$ cat config.mk
export PLATFORM = sky130hd
export DESIGN_NAME = mult_div_unit
export DESIGN_NICKNAME = d
export VERILOG_FILES = /design/src/rtl/mult_div_unit.sv
export SDC_FILE = /design/constraint.sdc
export NUM_CORES = 1
export LEC_CHECK = 0
export CAP_MARGIN = 30
export CORE_ASPECT_RATIO = 0.8
export CORE_MARGIN = 2
export CORE_UTILIZATION = 50
export CTS_CLUSTER_DIAMETER = 60
export CTS_CLUSTER_SIZE = 10
export DETAILED_ROUTE_END_ITERATION = 10
export PLACE_DENSITY = 0.76
export SLEW_MARGIN = 15
export SYNTH_ARGS = -nofsm -noshare
export SYNTH_HDL_FRONTEND = slang
export SYNTH_SLANG_ARGS = --single-unit
$ cat constraint.sdc
create_clock -name clk -period 6 [get_ports clk]
set_clock_uncertainty 0.2 [all_clocks]
set_input_delay 1.2 -clock clk [delete_from_list [all_inputs] [get_ports clk]]
set_output_delay 1.2 -clock clk [all_outputs]
set_load 0.01 [all_outputs]
$ cat src/rtl/mult_div_unit.sv
// rtl/mult_div_unit.sv - iterative MULT/MULTU/DIV/DIVU unit with HI/LO; divide datapath present only when MDU_DIV_EN is defined
module mult_div_unit #(
  parameter int num_bit = 32
) (
  input  logic               clk,
  input  logic               rst,
  input  logic               start,
  input  logic [1:0]         op,
  input  logic [num_bit-1:0] data1,
  input  logic [num_bit-1:0] data2,
  input  logic               abort,
  output logic               busy,
  output logic               done,
  output logic [num_bit-1:0] hi,
  output logic [num_bit-1:0] lo
);
  localparam int W  = num_bit;
  localparam int CW = $clog2(W) + 1;
  localparam logic [CW-1:0] LAST = CW'(W - 1);

  typedef enum logic [1:0] {S_IDLE, S_RUN, S_FIX} state_t;
  state_t r_state, w_next;

  logic [CW-1:0]  r_cnt;
  logic [W-1:0]   r_opnd;   // multiplicand (mult) or divisor (div) magnitude
  logic [2*W-1:0] r_acc;    // product; low half starts as multiplier, or holds dividend -> quotient
  logic           r_neg_q;  // negate product/quotient in FIX
  logic           r_done;
  logic [W-1:0]   r_hi, r_lo;

  logic           w_signed, w_accept;
  logic [W-1:0]   w_mag1, w_mag2;
  logic [W:0]     w_sum;
  logic [2*W-1:0] w_prod;

`ifdef MDU_DIV_EN
  logic           r_is_div;
  logic           r_neg_r;  // remainder follows dividend sign
  logic [W-1:0]   r_rem;
  logic [W:0]     w_trial;  // 33-bit partial remainder after shifting in next dividend bit
  logic           w_ge;
  logic [W-1:0]   w_diff, w_quo, w_remf;

  assign w_accept = start & ~abort;
`else
  assign w_accept = start & ~abort & ~op[1];
`endif

  assign w_signed = ~op[0];
  assign w_mag1   = (w_signed & data1[W-1]) ? -data1 : data1;
  assign w_mag2   = (w_signed & data2[W-1]) ? -data2 : data2;

  // shift-add step: add multiplicand into upper half when current multiplier bit is set
  assign w_sum  = {1'b0, r_acc[2*W-1:W]} + {1'b0, (r_acc[0] ? r_opnd : {W{1'b0}})};
  assign w_prod = r_neg_q ? -r_acc : r_acc;

`ifdef MDU_DIV_EN
  // restoring step: subtract only when the trial remainder covers the divisor
  assign w_trial = {r_rem, r_acc[W-1]};
  assign w_ge    = (w_trial >= {1'b0, r_opnd});
  assign w_diff  = w_trial[W-1:0] - r_opnd;
  assign w_quo   = r_neg_q ? -r_acc[W-1:0] : r_acc[W-1:0];
  assign w_remf  = r_neg_r ? -r_rem : r_rem;
`endif

  // state register
  always_ff @(posedge clk or posedge rst) begin
    if (rst) r_state <= S_IDLE;
    else     r_state <= w_next;
  end

  // next-state logic; abort returns to IDLE from any busy state
  always_comb begin
    w_next = r_state;
    case (r_state)
      S_IDLE:  if (w_accept) w_next = S_RUN;
      S_RUN:   if (abort) w_next = S_IDLE;
               else if (r_cnt == LAST) w_next = S_FIX;
      S_FIX:   w_next = S_IDLE;
      default: w_next = S_IDLE;
    endcase
  end

  // operand capture, iteration datapath and HI/LO write-back
  always_ff @(posedge clk or posedge rst) begin
    if (rst) begin
      r_cnt   <= '0;
      r_opnd  <= '0;
      r_acc   <= '0;
      r_neg_q <= 1'b0;
      r_done  <= 1'b0;
      r_hi    <= '0;
      r_lo    <= '0;
`ifdef MDU_DIV_EN
      r_is_div <= 1'b0;
      r_neg_r  <= 1'b0;
      r_rem    <= '0;
`endif
    end else begin
      r_done <= 1'b0;
      case (r_state)
        S_IDLE: if (w_accept) begin
          r_cnt <= '0;
          // a zero divisor must leave the all-ones quotient unnegated
          r_neg_q <= w_signed & (data1[W-1] ^ data2[W-1]) & (|data2);
`ifdef MDU_DIV_EN
          r_is_div <= op[1];
          r_neg_r  <= w_signed & data1[W-1];
          r_rem    <= '0;
          if (op[1]) begin
            r_opnd <= w_mag2;
            r_acc  <= {{W{1'b0}}, w_mag1};
          end else begin
            r_opnd <= w_mag1;
            r_acc  <= {{W{1'b0}}, w_mag2};
          end
`else
          r_opnd <= w_mag1;
          r_acc  <= {{W{1'b0}}, w_mag2};
`endif
        end
        S_RUN: if (!abort) begin
          r_cnt <= r_cnt + 1'b1;
`ifdef MDU_DIV_EN
          if (r_is_div) begin
            r_rem        <= w_ge ? w_diff : w_trial[W-1:0];
            r_acc[W-1:0] <= {r_acc[W-2:0], w_ge};
          end else begin
            r_acc <= {w_sum, r_acc[W-1:1]};
          end
`else
          r_acc <= {w_sum, r_acc[W-1:1]};
`endif
        end
        S_FIX: if (!abort) begin
          r_done <= 1'b1;
`ifdef MDU_DIV_EN
          if (r_is_div) begin
            r_hi <= w_remf;
            r_lo <= w_quo;
          end else begin
            r_hi <= w_prod[2*W-1:W];
            r_lo <= w_prod[W-1:0];
          end
`else
          r_hi <= w_prod[2*W-1:W];
          r_lo <= w_prod[W-1:0];
`endif
        end
        default: ;
      endcase
    end
  end

  assign busy = (r_state != S_IDLE);
  assign done = r_done;
  assign hi   = r_hi;
  assign lo   = r_lo;

endmodule

Word level (Yosys, flattened, before mapping):

Cells that the tools add are included.

* register bits after elaboration: 170
* latch bits: 0
* RAM bits: 0
* bits in read-only memories: 0
* input port bits: 70
* output and inout port bits: 66
* word-level logic and storage cells: 53
* memories: 0

* add/subtract/negate cells: 5
* multiply operators: 0
* div/mod/pow operators: 0
* $lt $le $gt $ge: 0
* eq/ne operators: 6
* shift-type cells: 0
* muxes and demuxes: 16
* bitwise gates (word level): 10
* reductions and logical operators: 8

Operator list (number)
* $mux W64: 3
* $pmux W64 S2: 1
* $mux W32: 3
* $neg A32 Y32: 2
* $neg A64 Y64: 1
* $add A32 B32 Y33: 1
* $reduce_or A32 Y1: 1
* $mux W6: 2
* $pmux W6 S2: 1
* $add A6 B1 Y6 const B: 1
* $and A1 B1 Y1: 6
* $eq A6 B5 Y1 const B: 1
* $mux W2: 3
* $reduce_and A2 Y1: 3
* $ne A2 B2 Y1 const B: 2
* $pmux W2 S2: 1
* $reduce_bool A2 Y1: 2
* $ne A3 B3 Y1 const B: 1
* $not A1 Y1: 3
* $reduce_and A3 Y1: 1
* $eq A2 B1 Y1 const B: 1
* $eq A2 B2 Y1 const B: 1
* $logic_not A2 Y1: 1
* $mux W1: 2
* $xor A1 B1 Y1: 1

Longest topological paths before layout:

* word-level depth: 5
* gate-level depth with buffers: 12
* depth with buffers taken out: 11

Worst setup path before layout:

Ideal clock, no wire load.

* kind: flip-flop to flip-flop
* start: reg r_acc[0]
* end: reg r_acc[61]
* library setup time: 0.069 ns
* arrival: 3.309 ns
* data required time: 5.731 ns
* slack: 2.422 ns
* stages on the path, launching flop included: 13
* path buffers: 1
* clock period less this slack: 3.578 ns
* cell sequence: dfrtp_1 clkbuf_1 and2_1 ha_1 inv_1 fa_1 nand2b_1 a21o_1 a2111oi_0 o31ai_1 or4_1 a311o_1 nand3_1

* word-level cells in the longest chain between the ends: 4

RTL lines
* start: declaration: line 26 `logic [2*W-1:0] r_acc;`
* start signal: assignment: line 119 `r_acc <= {{W{1'b0}}, w_mag2};`
* start signal: assignment: line 132 `r_acc <= {w_sum, r_acc[W-1:1]};`
* $mux W32: line 54 `assign w_sum = {1'b0, r_acc[2*W-1:W]} + {1'b0, (r_acc[0] ? r_opnd : {W{1'b0}})};`
* $add A32 B32 Y33: line 54
* $mux W64: line 122 `S_RUN: if (!abort) begin`
* $pmux W64 S2: line 101 `case (r_state)`

No other way between the ends. The select of a mux whose other input is x is not followed.
A chain may end at the register's enable or synchronous reset.

Worst setup path in the final report:

Ends and elaborated chain as after synthesis.

==> results.toml <==
[clock_tree]
ctsLongestPathBuffers = 2
cts_sinks = 170
htreeDepth = 4
clk_latency_ns = 0.43
cts_setup_buffers = 0
hold_buffers = 0
clockRootBuffer = "clkbuf_16"
cts_tree = "built"
cts_resized = 0
clk_pin_slew_ns = 0.07
cts_made_buffers = 17

[floorplan]
chipHeight_um = 137
die_w_um = 170
fp-row-count = 48
core_um2 = 21600
io_pins = 136
dieArea_um2 = 23300
start_util_pct = 51.2

[pwr]
p_total_uw = 5010
leakage_uw = 0.00574
ir_worst_vdd_v = 0.000222
power_density_nw_per_um2 = 379

[synth]
syn_avg_cell_area_um2 = 8.39
synth-edff-count = 0
synth_flop_cell = "dfrtp_1"
synthDistinctLibCells = 66
ys_seq_area_share_pct = 38.4
ys.warnings.count = 0
synth_area_um2 = 11100
syn_inst = 1319
async_reset_ff_share_pct = 100
postSynthNetCount = 1426
synth_seq_cells = 170

[global_routing]
grt_overflow_total = 0
grt_pass1_wl_um = 48200
grt_util_all_layers_pct = 26.1
grt_pass1_vias = 9101
antenna_found_initial = 0
grt_max_degree = 171

[layout]
final_common_cell = "dfrtp_1"
layout_common_cells = "dfrtp_1 (169), nor2_1 (147), nand2_1 (140)"
area_delta_synth_final_pct = 19.4
num-nets-final = 1520
final_util_pct = 61.1
postLayoutCellArea_um2 = 13200
layout-drive-gt1-share_pct = 5.40
diodes = 0

[timing]
fmax_mhz = 249
rsz0062_at_grt = "no"
slew_headroom_pct = 37.3
setup_viol = 0
final_max_slew_viol_count = 0
hold_slack_ns = 0.270
hold_violations = 0
fin_crit_ns = 4.02
finalCritPeriodShare_pct = 67.0
tns_ns = 0
worstMarginPinSlew_ns = 0.940

[flow_run]
drv_cap = 0

[status]
status = "completed"

[detailed_routing]
wl_um = 30300
wire_per_inst_um = 17.8
drc = 0
met1_length_um = 15200
dr.pass1.iters = 5
route.met3.wl_um = 2540
post_drt_via_cell_ratio = 5.96
routed.top_layer = "met4"
drt_iter0_drc = 1107
wl_met2_um = 12300
num_vias = 10131
ant_nets = 0

[worst_setup_path]
cp_max_fo = 36
end_kind = "register"
worstSetupPathType = "register to register"
required_ns = 6.17
start_kind = "register"
cp.arrival_ns = 4.18

[hold_path]
hp-class = "register to register"

[place]
port_buffers = 135
dpl_cell_area_um2 = 12600
dpl.hpwl_um = 22000
place.gp.congestion = 0.942
[cell usage after synthesis, drive strengths merged, types with 6 or more instances]
cell	n	area (um^2)
dfrtp	170	4250
nor2	147	552
nand2	141	529
o21ai	137	686
a21oi	136	681
xor2	98	858
clkbuf	73	274
ha	36	450
xnor2	36	315
and2	35	219
o31ai	30	260
nand3	28	163
inv	21	78.8
nor3	19	95.1
or3	17	111
o41ai	16	155
or4	15	118
a21o	13	97.6
nand4	13	81.3
nor4	12	96.3
a31oi	10	62.6
nand2b	9	56.3
o22ai	8	50.1
nor2b	7	43.8
o21a	7	52.6
a211oi	6	45.0
and3	6	37.5
o221ai	6	52.6
[where the power goes]
| part | leakage, uW | switching (uW) | internal [uW] |
|---|---|---|---|
| logic | 0.00322 | 1210 | 818 |
| clock network | 0.000273 | 489 | 589 |
| registers | 0.00225 | 469 | 1440 |
[worst max-delay path: stages (launching register included)]
cell	delay, ns
dfrtp_1	0.33
buf_4	0.29
and2_1	0.18
ha_1	0.15
inv_1	0.05
fa_1	0.40
nand2b_1	0.17
a21o_1	0.21
a2111oi_0	0.62
o31ai_1	0.30
or4_1	0.61
a311o_1	0.36
nand3_1	0.06
[per-layer routing]
layer  global-route usage (%)  up-vias
met2                     36.4      404
met4                     5.60        0
met5                        0        -
met3                     5.52       25
met1                     41.0     4791
li1                         -     4911
[path summary, 6_finish.rpt]
path                                         from                      to  slack [ns]  depth (start not counted)
max                          r_acc[0]$_DFFE_PP0P_   r_acc[61]$_DFFE_PP0P_        1.98                         12
min                        r_opnd[10]$_DFFE_PP0P_  r_opnd[10]$_DFFE_PP0P_        0.27                          2
max reg2reg                  r_acc[0]$_DFFE_PP0P_   r_acc[61]$_DFFE_PP0P_        1.98                         12
min reg2reg                r_opnd[10]$_DFFE_PP0P_  r_opnd[10]$_DFFE_PP0P_        0.27                          2
max in group asynchronous                     rst     r_neg_q$_DFFE_PP0P_        3.66                          3
min in group asynchronous                     rst      hi[28]$_DFFE_PP0P_        1.19                          3
[kinds of logic (layout without fill, tap and decap cells)]
kind of cell,Yosys count,count (layout),share of synthesized area [%]
simple gates,463,463,20.0
compound gates,416,416,23.1
flops,170,170,38.4
xor+xnor,134,134,10.6
buf+inv,95,202,3.22
fa+ha+maj,37,37,4.25
mux,4,4,0.373
[metrics by stage]
| step | instances | setup slack (ns) |
|---|---|---|
| CTS | 1699 | 2.01 |
| floorplan | 1319 | 2.42 |
| global route | 1701 | 1.76 |
| finish | 1701 | 1.98 |
| global placement | 1667 | 1.73 |
| detailed placement | 1667 | 1.67 |
[state kept, by name, summed over array words and instances, names as in the netlist]
name / flops
r_opnd: 32
r_neg_q: 1
done: 1
r_state: 2
r_cnt: 6
lo: 32
r_acc: 64
hi: 32
[layout make-up]
class | instances | area (um^2)
multi-input cells | 1054 | 6480
repair buffers | 149 | 1490
clock inverters | 12 | 115
well taps | 275 | 344
clock buffers | 20 | 447
inverters | 21 | 82.6
fillers | 1920 | 8410
flip-flops and latches | 170 | 4260
Note: power is estimated with default switching activity, not from simulation.
==> variant: new RTL, config.mk and constraints unchanged <==
The 3 states of `state_t` get a one-hot encoding in 3 bits.
--- a/src/rtl/mult_div_unit.sv
+++ b/src/rtl/mult_div_unit.sv
@@ -20,3 +20,3 @@
 
-  typedef enum logic [1:0] {S_IDLE, S_RUN, S_FIX} state_t;
+  typedef enum logic [2:0] {S_IDLE = 3'b001, S_RUN = 3'b010, S_FIX = 3'b100} state_t;
   state_t r_state, w_next;
Check against the original RTL: no difference found for any inputs over 10 cycles, from zero or initial values and one cycle with rst high; not proved beyond that.
==> variant against the original RTL <==
  * Sequential cell count is 1 higher
  * Synthesized cell count is 2.7% lower
  * Sequential share of layout area is 0.53 points higher
  * Cell area is 1.0% lower
  * Area after synthesis is 1.6% lower
  * Wire length is 6.6% lower
  * Register-to-register slack better by 530 ps
  * Setup slack better by 230 ps
  * Critical endpoint is now r_acc[27]
  * Highest routed layer unchanged
Power is not compared: it rests on default switching activity, and its combinational part moved more than twofold at a synthesized area within 25%.
==> variant: results (changes against the original RTL) <==
----------------------------------------------------
[Critical path]
  Startpoint of the most critical setup path ... data2[9]
  Critical path data arrival time ... 3870 ps (-310 ps)
  Worst-path maximum fanout ... 5 (-86%)
  Delay of the slowest critical-path stage ... 660 ps (+40 ps)
  Worst R2R Setup Slack ... 2510 ps (+530 ps)
  End of the critical path ... r_acc[27]
  Dominant delay contributor by cell family on the critical path ... simple AND/OR/NAND/NOR gates
  Number of cells traversed by the worst register-to-register path ... 13 (+1)
  R2r endpoint ... r_acc[57]

[Routing]
  Total number of vias ... 9,673 (-4.5%)
  Iteration-0 DRC Markers ... 982 (-11%)
  Average wire per standard cell ... 16.95 um (-4.9%)

[Logic synthesis]
  Ranking of synthesized cells by instance count ... sky130_fd_sc_hd__dfrtp_1, sky130_fd_sc_hd__o21ai_0, sky130_fd_sc_hd__nor2_1, sky130_fd_sc_hd__a21oi_1, sky130_fd_sc_hd__nand2_1
  Synth Area in XOR/XNOR ... 11.50% (+0.90 points)
  Syn_nets ... 1,390 (-2.5%)
  Cell types occupying the most area after synthesis ... sky130_fd_sc_hd__dfrtp_1, sky130_fd_sc_hd__xor2_1, sky130_fd_sc_hd__o21ai_0
  Number of unique standard cell types used by synthesis ... 65 (-1.5%)
  Arithmetic-cell share of the synthesized area counting full adders, half adders and majority gates ... 4.321% (+0.069 points)
  Share of the yosys chip area belonging to registers ... 39.31% (+0.87 points)
  Synth Area in Compound Gates ... 21.20% (-1.9 points)
  Multiplexer share of the synthesized area ... 0.3907% (+0.018 points)
  Average instance area after synthesis ... 8.486 sq um (+1.2%)

[Placed design]
  Global placer's final weighted congestion ... 0.9171 (-2.7%)
  Placed standard-cell area ... 12,450 sq um (-1.4%)
  Number of placed instances, taps included ... 1,637 (-1.8%)
  Placed wire-length estimate after detailed placement ... 20,990 um (-4.6%)

[Cells and area]
  Ratio of cells with drive above 1 in the final layout ... 5.229% (-0.17 points)
  Nets ... 1,490 (-2.0%)
  Filler cell count in the final layout ... 1,871 (-2.6%)
  Count of non-filler cells in the finished layout ... 1,672 (-1.7%)

[Global route]
  Global-route total usage across every layer ... 25.14% (-0.95 points)
  Pin count of the biggest net entering global routing ... 172 (+0.58%)
  Vias in the first global route ... 8,746 (-3.9%)
  Wire length of the first global-routing pass ... 46,010 um (-4.5%)

[Timing]
  Relative slew margins ... 36.77% (-0.55 points)
  Hold slack final ... 278.0 ps (+7.669 ps)

[Run status]
  Run status ... finished, final reports clean

[Clock network]
  Number of buffers created by CTS ... 17 (unchanged)

----------------------------------------------------
## variant: cell count changes in the layout (fill, tap and decap cells not counted), moves of 8 or more
cell | before | now
sky130_fd_sc_hd__nand2_1 | 140 | 128
sky130_fd_sc_hd__inv_1 | 20 | 12
sky130_fd_sc_hd__xnor2_1 | 36 | 46
sky130_fd_sc_hd__or3_1 | 16 | 26
sky130_fd_sc_hd__o21ai_0 | 136 | 146
## variant: cell type report
cell class	count	area [sq um]	share of cell area [%]
diodes	1	2.502	0.01914
clock buffers	17	425.4	3.255
well taps	275	344.1	2.632
clock inverters	15	175.2	1.340
flip-flops and latches	171	4280	32.75
multi-input cells	1033	6321	48.36
repair buffers	146	1466	11.22
inverters	14	56.30	0.4307
## variant: worst min-delay path by stage
stage          cells after the start         end        from
4_1_cts                            2  r_opnd[13]  r_opnd[13]
6_report                           2  r_opnd[13]  r_opnd[13]
3_5_place_dp                       2  r_opnd[13]  r_opnd[13]
5_1_grt                            2   r_opnd[9]   r_opnd[9]
3_3_place_gp                       2  r_opnd[12]  r_opnd[12]
2_1_floorplan                      2   r_opnd[0]   r_opnd[0]
## variant: layer usage
| metal | GRT usage [%] | vias to the layer above | part of all wire [%] |
|---|---|---|---|
| met5 | 0 | - | 0 |
| met4 | 5.983 | 0 | 0.87 |
| met3 | 4.891 | 25 | 8.7 |
| met2 | 34.95 | 346 | 40 |
| met1 | 39.84 | 4541 | 50 |
| li1 | - | 4761 | - |
## variant: metrics by stage
stage	total power [W]	setup slack [ps]
finish	0.003282	2215
global route	0.003448	2002
CTS	0.003280	2155
detailed placement	0.002157	1824
global placement	0.002137	1815
floorplan	0.001897	2418
## variant: tightest hold or removal path: cells and delay by family (launching register included)
kind	cells	cell delay [ps]
DFF	1	340
AOI/OAI and AO/OA	1	50
and+or+nand+nor	1	40
